File: config.mk
export PLATFORM = sky130hd
export DESIGN_NAME = osd_uart_bb_host_flat
export DESIGN_NICKNAME = d
export VERILOG_FILES = /design/src/rtl/osd_uart_bb_host_pkg.sv /design/src/rtl/osd_uart_bb_host_if.sv /design/src/rtl/osd_uart_bb_host.sv /design/src/flat_wrapper.sv
export SDC_FILE = /design/constraint.sdc
export NUM_CORES = 1
export LEC_CHECK = 0
export ABC_AREA = 1
export BUFFER_PORTS_ARGS = -buffer_cell sky130_fd_sc_hd__clkbuf_2
export CORE_ASPECT_RATIO = 1.25
export CORE_UTILIZATION = 38
export CTS_CLUSTER_DIAMETER = 40
export DETAILED_ROUTE_END_ITERATION = 7
export PLACE_DENSITY = 0.8
export SLEW_MARGIN = 0
export SYNTH_ARGS = -nofsm -noshare
export SYNTH_HDL_FRONTEND = slang
export SYNTH_SLANG_ARGS = --single-unit
File: constraint.sdc
create_clock -name clk -period 1.63 [get_ports clk]
set_clock_uncertainty 0.15 [all_clocks]
set_input_delay 0.2445 -clock clk [delete_from_list [all_inputs] [get_ports clk]]
set_output_delay 0.2445 -clock clk [all_outputs]
set_load 0.03 [all_outputs]
File: src/rtl/osd_uart_bb_host_pkg.sv
// Shared definitions for the OSD UART bb-bus host: 16550 register map,
// LSR bit positions and the host FSM state encoding.
package osd_dem_uart_package;

  localparam logic [3:0] UART_RBR_THR = 4'd0;
  localparam logic [3:0] UART_IER     = 4'd1;
  localparam logic [3:0] UART_LSR     = 4'd5;

  localparam int LSR_DR   = 0;
  localparam int LSR_THRE = 5;

  typedef enum logic [2:0] {
    ST_INIT,
    ST_IDLE,
    ST_POLL,
    ST_LSR_WAIT,
    ST_RBR_RD,
    ST_RBR_WAIT,
    ST_THR_WR
  } uart_host_state_t;

endpackage

File: src/rtl/osd_uart_bb_host_if.sv
// bb register bus between the UART host (master) and a 16550-style register responder (slave).
// Every access is a single-cycle strobe; read data returns on the following cycle.
interface osd_uart_bb_host_if #(
  parameter int DW = 32
) ();

  logic [3:0]    bb_addr_o;
  logic [DW-1:0] bb_dout_o;
  logic          bb_en_o;
  logic          bb_we_o;
  logic [DW-1:0] bb_din_i;

  modport master (
    output bb_addr_o, bb_dout_o, bb_en_o, bb_we_o,
    input  bb_din_i
  );

  modport slave (
    input  bb_addr_o, bb_dout_o, bb_en_o, bb_we_o,
    output bb_din_i
  );

endinterface

File: src/rtl/osd_uart_bb_host.sv
// Polls a 16550-style UART over the bb bus, moving bytes between it and tx/rx valid-ready streams.
// tx is accepted only once THRE is seen; rx holds one byte and stops reading RBR until it is taken.
module osd_uart_bb_host
  import osd_dem_uart_package::*;
#(
  parameter int DW            = 32,
  parameter int POLL_INTERVAL = 16
) (
  input  logic               clk,
  input  logic               rst,
  input  logic               tx_valid,
  input  logic [7:0]         tx_char,
  output logic               tx_ready,
  output logic               rx_valid,
  output logic [7:0]         rx_char,
  input  logic               rx_ready,
  input  logic               irq_i,
  osd_uart_bb_host_if.master bb,
  output logic               busy
);

  localparam int CW = (POLL_INTERVAL > 1) ? $clog2(POLL_INTERVAL) : 1;
  localparam logic [CW-1:0] CNT_LAST = CW'(POLL_INTERVAL - 1);

  uart_host_state_t state_q, state_d;
  logic [CW-1:0]    cnt_q, cnt_d;
  logic             rx_valid_q, rx_valid_d;
  logic [7:0]       rx_char_q, rx_char_d;

  logic             acc_en, acc_we, tx_ready_raw;
  logic [3:0]       acc_addr;
  logic [7:0]       wr_byte;
  logic [7:0]       din_byte;

  assign din_byte = bb.bb_din_i[7:0];

  generate
    if (DW > 8) begin : g_din_hi
      logic unused_din_hi;
      assign unused_din_hi = ^bb.bb_din_i[DW-1:8];
    end
  endgenerate

  always_comb begin
    state_d      = state_q;
    cnt_d        = cnt_q;
    acc_en       = 1'b0;
    acc_we       = 1'b0;
    acc_addr     = UART_RBR_THR;
    wr_byte      = 8'h00;
    tx_ready_raw = 1'b0;
    rx_valid_d   = rx_valid_q && !rx_ready;
    rx_char_d    = rx_char_q;

    unique case (state_q)
      ST_INIT: begin
        acc_en   = 1'b1;
        acc_we   = 1'b1;
        acc_addr = UART_IER;
        state_d  = ST_IDLE;
      end
      ST_IDLE: begin
        if (cnt_q == CNT_LAST || irq_i || tx_valid) begin
          cnt_d   = '0;
          state_d = ST_POLL;
        end else if (cnt_q != '1) begin
          cnt_d = cnt_q + CW'(1);
        end
      end
      ST_POLL: begin
        acc_en   = 1'b1;
        acc_addr = UART_LSR;
        state_d  = ST_LSR_WAIT;
      end
      ST_LSR_WAIT: begin
        // A full slot masks DR; the UART keeps the byte until the next poll.
        if (din_byte[LSR_DR] && !rx_valid_q) begin
          state_d = ST_RBR_RD;
        end else if (din_byte[LSR_THRE] && tx_valid) begin
          state_d = ST_THR_WR;
        end else begin
          state_d = ST_IDLE;
        end
      end
      ST_RBR_RD: begin
        acc_en  = 1'b1;
        state_d = ST_RBR_WAIT;
      end
      ST_RBR_WAIT: begin
        rx_valid_d = 1'b1;
        rx_char_d  = din_byte;
        state_d    = ST_IDLE;
      end
      ST_THR_WR: begin
        acc_en       = 1'b1;
        acc_we       = 1'b1;
        wr_byte      = tx_char;
        tx_ready_raw = 1'b1;
        state_d      = ST_IDLE;
      end
      default: state_d = ST_INIT;
    endcase
  end

  always_ff @(posedge clk or negedge rst) begin
    if (!rst) begin
      state_q    <= ST_INIT;
      cnt_q      <= '0;
      rx_valid_q <= 1'b0;
      rx_char_q  <= 8'h00;
    end else begin
      state_q    <= state_d;
      cnt_q      <= cnt_d;
      rx_valid_q <= rx_valid_d;
      rx_char_q  <= rx_char_d;
    end
  end

  // Reset parks the FSM in INIT, whose strobe must stay quiet until release.
  assign bb.bb_en_o   = rst & acc_en;
  assign bb.bb_we_o   = rst & acc_we;
  assign bb.bb_addr_o = rst ? acc_addr : 4'h0;
  assign bb.bb_dout_o = rst ? {(DW/8){wr_byte}} : '0;
  assign tx_ready     = rst & tx_ready_raw;
  assign busy         = rst & (state_q != ST_IDLE);
  assign rx_valid     = rx_valid_q;
  assign rx_char      = rx_char_q;

endmodule

File: src/flat_wrapper.sv
// flat-port wrapper written by rule: the top's interface ports become plain ports
module osd_uart_bb_host_flat import osd_dem_uart_package::*;
#(
  parameter int DW            = 32,
  parameter int POLL_INTERVAL = 16
)
  (clk, rst, tx_valid, tx_char, tx_ready, rx_valid, rx_char, rx_ready, irq_i, busy, bb_bb_addr_o, bb_bb_dout_o, bb_bb_en_o, bb_bb_we_o, bb_bb_din_i);
  osd_uart_bb_host_if #(.DW(DW)) bb_i ();
  input  logic clk;
  input  logic rst;
  input  logic tx_valid;
  input  logic [7:0] tx_char;
  output logic tx_ready;
  output logic rx_valid;
  output logic [7:0] rx_char;
  input  logic rx_ready;
  input  logic irq_i;
  output logic busy;
  output wire logic [$bits(bb_i.bb_addr_o)-1:0] bb_bb_addr_o;
  output wire logic [$bits(bb_i.bb_dout_o)-1:0] bb_bb_dout_o;
  output wire logic [$bits(bb_i.bb_en_o)-1:0] bb_bb_en_o;
  output wire logic [$bits(bb_i.bb_we_o)-1:0] bb_bb_we_o;
  input wire logic [$bits(bb_i.bb_din_i)-1:0] bb_bb_din_i;
  assign bb_bb_addr_o = bb_i.bb_addr_o;
  assign bb_bb_dout_o = bb_i.bb_dout_o;
  assign bb_bb_en_o = bb_i.bb_en_o;
  assign bb_bb_we_o = bb_i.bb_we_o;
  assign bb_i.bb_din_i = bb_bb_din_i;
  osd_uart_bb_host #(.DW(DW), .POLL_INTERVAL(POLL_INTERVAL)) u_core (.clk(clk), .rst(rst), .tx_valid(tx_valid), .tx_char(tx_char), .tx_ready(tx_ready), .rx_valid(rx_valid), .rx_char(rx_char), .rx_ready(rx_ready), .irq_i(irq_i), .bb(bb_i), .busy(busy));
endmodule
==> results of run 1 <==
-- layout by cell type, fill, tap and decap left out, types with 5 or more instances in the layout --
master	count
clkbuf_4	11
nor2_1	5
buf_4	21
nor2_4	10
dfrtp_1	13
clkbuf_8	10
nand2_1	32
buf_8	7
inv_1	16
nand3_1	13
clkbuf_2	30
-- tightest hold or removal path, stage by stage --
cell,delay (ns)
clkbuf_2,0.08
nand3_1,0.06
nand2_1,0.05
-- synth_stat cells (all sizes together) --
cell type	n
a21oi	1
buf	27
conb	1
dfrtp	16
ha	1
inv	22
nand2	35
nand3	15
nand3b	1
nand4	1
nor2	18
nor3	1
o21ai	4
o21bai	1
xor2	1
-- kinds of logic after synthesis --
family	after synthesis	synth area share
AO/OA/AOI/OAI	6	0.0331
XOR/XNOR	1	0.00799
adder cells (fa/ha/maj)	1	0.0114
buffers and inverters	49	0.263
flip-flops	16	0.365
other	1	0.00342
AND/OR/NAND/NOR	71	0.316
-- how the worst max path moves through the flow --
stage,startpoint,end,cells after the start
after floorplan,u_core.state_q[0],bb_bb_dout_o[10],6
after global placement,u_core.state_q[0],bb_bb_dout_o[26],6
after detailed placement,u_core.state_q[0],bb_bb_dout_o[10],6
after CTS,u_core.state_q[0],bb_bb_dout_o[9],6
after global routing,u_core.state_q[0],bb_bb_dout_o[28],6
final,u_core.state_q[0],bb_bb_dout_o[28],6
-- stage by stage --
step / instances / total power [mW] / TNS, ns
floorplan: 146 / 1.61 / -3.74
global placement: 225 / 1.91 / 0
detailed placement: 225 / 1.93 / 0
CTS: 234 / 2.38 / -5.79
global route: 237 / 2.56 / -8.25
finish: 237 / 2.42 / -6.22
-- where the power goes --
group	switching, mW	internal [mW]	total [mW]
clock network	0.132	0.136	0.268
logic	0.902	0.533	1.44
registers	0.148	0.568	0.715
total	1.18	1.24	2.42
-- final cells by class --
cell class                 instances  area (µm²)
tap                               34        42.5
multi-input combinational         82         526
timing repair buffer              79         648
clock buffer                       4        36.3
inverter                          22        90.1
sequential                        16         404
fill                             229         960
-- flip-flops by register name, summed over array words and instances (netlist names) --
name and flops:
u_core.state_q 3, u_core.rx_valid 1, u_core.cnt_q 4, u_core.rx_char 8
-- what timing repair did --
action                                  4_1_cts  5_1_grt
hold buffers                                  2        0
pin swaps                                     4        6
gates resized for setup                      62       21
setup buffers                                 2        3
endpoints found under the setup margin       37       37
gates cloned                                  1        0
hold endpoints to repair                     17        0
-- per-layer routing --
| metal | vias to the layer above | global-route usage |
|---|---|---|
| met4 | 0 | 0.0612 |
| met3 | 3 | 0.0268 |
| met5 | - | 0 |
| met1 | 465 | 0.197 |
| li1 | 528 | - |
| met2 | 52 | 0.297 |
==> run_results.csv, run 1 <==
group,metric,value,unit
critical_path,r2r_start,"u_core.state_q[1]",
worst_hold_path,min_path_type,"in2reg",
critical_path,critical_path_buf_inv_count,3,
clocking,cts-root-buf,"clkbuf_4",
clocking,cts_tree,"done",
final_layout,layout.nets,250,
floorplan,initial_utilization,0.405,
grt,first_global_vias,878,
timing,max_clock_freq,535,MHz
run_status,outcome,"finished with violations",
timing,relSlewSlack,0.536,
job,maxCapViolations,0,
drt,via_count,1048,
critical_path,worstPathRequired,1.24,ns
placed_design,place_area,1390,µm²
final_layout,final_util,0.645,
critical_path,max_stage_delay,0.42,ns
synthesis,synth_area,1100,µm²
critical_path,critical_path_class,"reg2out",
timing,whs,0.0158,ns
pwr,vdd_ir_drop_max,0.940,mV
drt,route.detailed.wl_per_inst,10.5,µm
timing,min_period_over_period,1.15,
placed_design,gp_congestion,0.732,
worst_hold_path,min_from,"bb_bb_din_i[1]",
timing,period_minus_slack,1.87,ns
critical_path,worst_setup_path_start_kind,"flop",
drt,top_layer,"met4",
synthesis,synth_cell_types,26,
final_layout,finalInstanceArea,1750,µm²
clocking,clk_pin_slew,0.10,ns
floorplan,die_area,3100,µm²
clocking,htree_levels,1,
placed_design,post-dp-hpwl,1.72,mm
critical_path,rr_worst_depth,6,
timing,rsz0062_at_grt,"true",
pwr,p_leak,0.966,nW
timing,setup_viol,36,
timing,worst_pin_slew,0.693,ns
critical_path,arrival,1.48,ns
floorplan,core-area,2710,µm²
grt,grt_max_degree,17,
grt,grtUsageTotal,0.164,
critical_path,critPathMaxFanout,5,
final_layout,area_growth,59.4,%
grt,overflow,0,
floorplan,die_y,62.0,µm
placed_design,port_buffers,67,
grt,grt_antenna_before_repair,0,
drt,drc,0,
run_status,failed_checks,"negative setup slack",
drt,met2_length,1.28,mm
floorplan,io_pins,94,
synthesis,yosys_warnings,0,
critical_path,worstSetupEndpointType,"output pin",
floorplan,num_rows,21,
clocking,clockBufferDepth,2,
drt,ant_nets,0,
timing,hold_viol_final,0,
grt,grt_pass1_wl,3.87,mm
drt,dr_wl_met3,202,µm
final_layout,drive_gt1_frac,0.547,
timing,fin_ws,-0.240,ns
synthesis,synthCells,145,
worst_hold_path,worstHoldPathCells,3,
critical_path,r2r_slack,0.21,ns
synthesis,ys_ff_latch,16,
critical_path,crit_family,"flip-flops",
drt,viasPerCell,4.42,
drt,first_pass_iters,4,
clocking,numCtsBuffers,3,
final_layout,insertedDiodeCount,0,
drt,routed_wl,2.48,mm
synthesis,ys_seq_area_frac,0.365,
synthesis,synth.top_cells.by_area,"dfrtp_1 (37%), buf_4 (18%), nand2_1 (11%)",
critical_path,cp_slowest_cell,"dfrtp_2",
placed_design,dp_slack,0.0191,ns
floorplan,die_w,50.0,µm
timing,maxSlewViolCount,0,
synthesis,avgSynthCellArea,7.56,µm²
clocking,clock_sinks,16,
synthesis,yosys.area.top_type_share,0.365,
drt,first_iter_violations,11,
pwr,p_per_area,1380,nW/µm²
worst_hold_path,min_to,"u_core.rx_char[1]",
critical_path,path_cells,"inv_2 > nand2_4 > inv_6 > nand3_4 > nor2_4 > clkbuf_4",
drt,wl_met1,970,µm
critical_path,r2r-end,"u_core.rx_char[5]",
clocking,clk_latency,0.29,ns
synthesis,post-synth-top-area-cell,"dfrtp_1",
No activity file was read; power rests on OpenSTA's default activity.
==> inputs of run 2 (changes only) <==
CELL_PAD_IN_SITES_DETAIL_PLACEMENT = 1   (was unset)
CELL_PAD_IN_SITES_GLOBAL_PLACEMENT = 2   (was unset)
CORE_UTILIZATION = 18   (was 38)
PLACE_DENSITY = unset   (was 0.8)
PLACE_DENSITY_LB_ADDON = 0.1   (was unset)
==> run_results.csv, run 2 (synthesis gave the netlist of run 1 again) <==
group,metric,value,unit
run_status,outcome,"finished with violations",
final_layout,drive_gt1_frac,0.546,
drt,first_pass_iters,2,
clocking,cts_tree,"done",
pwr,pwr-share-clk,0.141,
clocking,htree_levels,1,
timing,fin_setup_tns,-4.99,ns
grt,grt_pass1_wl,4.74,mm
pwr,switching_share,0.479,
clocking,cts-root-buf,"clkbuf_8",
placed_design,port_buffers,67,
clocking,clockBufferDepth,2,
floorplan,core-area,5820,µm²
drt,viasPerCell,4.03,
critical_path,critPathMaxFanout,4,
critical_path,arrival,1.41,ns
final_layout,insertedDiodeCount,0,
floorplan,initial_utilization,0.188,
final_layout,final_cell_mix,"nand2_1 (32), clkbuf_2 (31), buf_4 (25), inv_1 (16), dfrtp_1 (14)",
pwr,p_per_area,1390,nW/µm²
timing,min_period_over_period,1.11,
drt,via_count,1091,
timing,maxSlewViolCount,0,
pwr,seq_power_share,0.283,
critical_path,worst_setup_path_start_kind,"flop",
timing,max_clock_freq,553,MHz
timing,whs,0.0470,ns
worst_hold_path,min_path_type,"in2reg",
floorplan,die_area,6410,µm²
critical_path,worstSetupEndpointType,"output pin",
final_layout,area_growth,62.9,%
clocking,clk_latency,0.25,ns
grt,grt_max_degree,17,
drt,route.detailed.wl_per_inst,11.7,µm
drt,routed_wl,3.16,mm
final_layout,finalInstanceArea,1790,µm²
critical_path,path_cells,"inv_2 > nand2_4 > clkinv_4 > nand3_4 > clkbuf_16 > nor2_4 > clkbuf_4",
placed_design,dp_slack,-0.0254,ns
placed_design,gp_congestion,0.722,
final_layout,final_cells,271,
floorplan,num_rows,31,
critical_path,max_stage_delay,0.41,ns
critical_path,cp_slowest_cell,"dfrtp_2",
grt,grt_antenna_before_repair,0,
grt,grtUsageTotal,0.0958,
timing,fin_ws,-0.178,ns
pwr,power.internal,1.29,mW
critical_path,rr_worst_depth,6,
pwr,vdd_ir_drop_max,0.821,mV
floorplan,die_w,71.8,µm
worst_hold_path,worstHoldPathCells,2,
drt,drc,0,
timing,setup_viol,34,
critical_path,worstPathRequired,1.24,ns
drt,ant_nets,0,
placed_design,place_area,1440,µm²
pwr,switchingPower,1.19,mW
pwr,combinationalPowerShare,0.575,
final_layout,largest_reg_flops,8,
drt,first_iter_violations,14,
timing,period_minus_slack,1.81,ns
timing,rsz0062_at_grt,"true",
critical_path,critical_path_class,"reg2out",
clocking,numCtsBuffers,3,
final_layout,layout_commonest_cell,"nand2_1",
timing,hold_viol_final,0,
placed_design,post-dp-hpwl,2.46,mm
final_layout,layout.nets,252,
grt,overflow,0,
grt,first_global_vias,1069,
pwr,p_leak,0.992,nW
placed_design,place_inst,258,
run_status,failed_checks,"negative setup slack",
floorplan,die_y,89.2,µm
clocking,clk_pin_slew,0.06,ns
floorplan,io_pins,94,
clocking,clock_sinks,16,
job,maxCapViolations,0,
[run 2: per-layer routing]
metal  global-route usage  vias to the layer above  wire length [µm]
met5                    0                        -                 0
met1                0.100                      504              1150
met4               0.0374                        0                23
li1                     -                      535                 -
met3               0.0147                        2               192
met2                0.190                       50              1800
[run 2: cell type report]
cell class                      instances  area, µm²
Timing Repair Buffer                   82        649
Clock buffer                            4       55.1
Multi-Input combinational cell         81        505
Sequential cell                        16        403
Inverter                               22       90.1
Fill cell                             691       4030
Tap cell                               66       82.6
[run 2: final timing paths]
path / from / endpoint / slack (ns)
min: rx_ready / u_core.rx_valid / 0.05
min in group asynchronous: rst / u_core.cnt_q[3] / 0.51
max in group asynchronous: rst / u_core.state_q[2] / 0.61
min reg2reg: u_core.rx_char[1] / u_core.rx_char[1] / 0.32
max reg2reg: u_core.state_q[1] / u_core.rx_char[0] / 0.22
max: u_core.state_q[0] / bb_bb_dout_o[28] / -0.18
[run 2: what timing repair did]
item / CTS / global route
hold endpoints to repair: 16 / 0
gates cloned: 0 / 1
setup endpoints to repair: 36 / 37
pin swaps: 1 / 4
hold buffers: 1 / 0
gates resized for setup: 44 / 38
setup buffers: 1 / 6
[run 2: stage by stage]
step / total power [mW] / utilization
floorplan: 1.61 / -
finish: 2.48 / 0.307
global route: 2.67 / 0.307
detailed placement: 1.98 / 0.248
global placement: 1.95 / 0.248
CTS: 2.38 / 0.286
[run 2: power groups by stage]
stage | logic [mW] | registers [mW] | clock network (mW)
2_1_floorplan | 0.669 | 0.945 | 0
3_3_place_gp | 1.25 | 0.699 | 0
3_5_place_dp | 1.27 | 0.707 | 0
4_1_cts | 1.31 | 0.703 | 0.365
5_1_grt | 1.56 | 0.725 | 0.385
6_report | 1.42 | 0.702 | 0.350
[run 2: worst max-delay path, delay by kind of cell, from the launching register on]
kind / cells / cell delay [ns]
buffers and inverters: 4 / 0.50
AND/OR/NAND/NOR: 3 / 0.24
flip-flops: 1 / 0.41
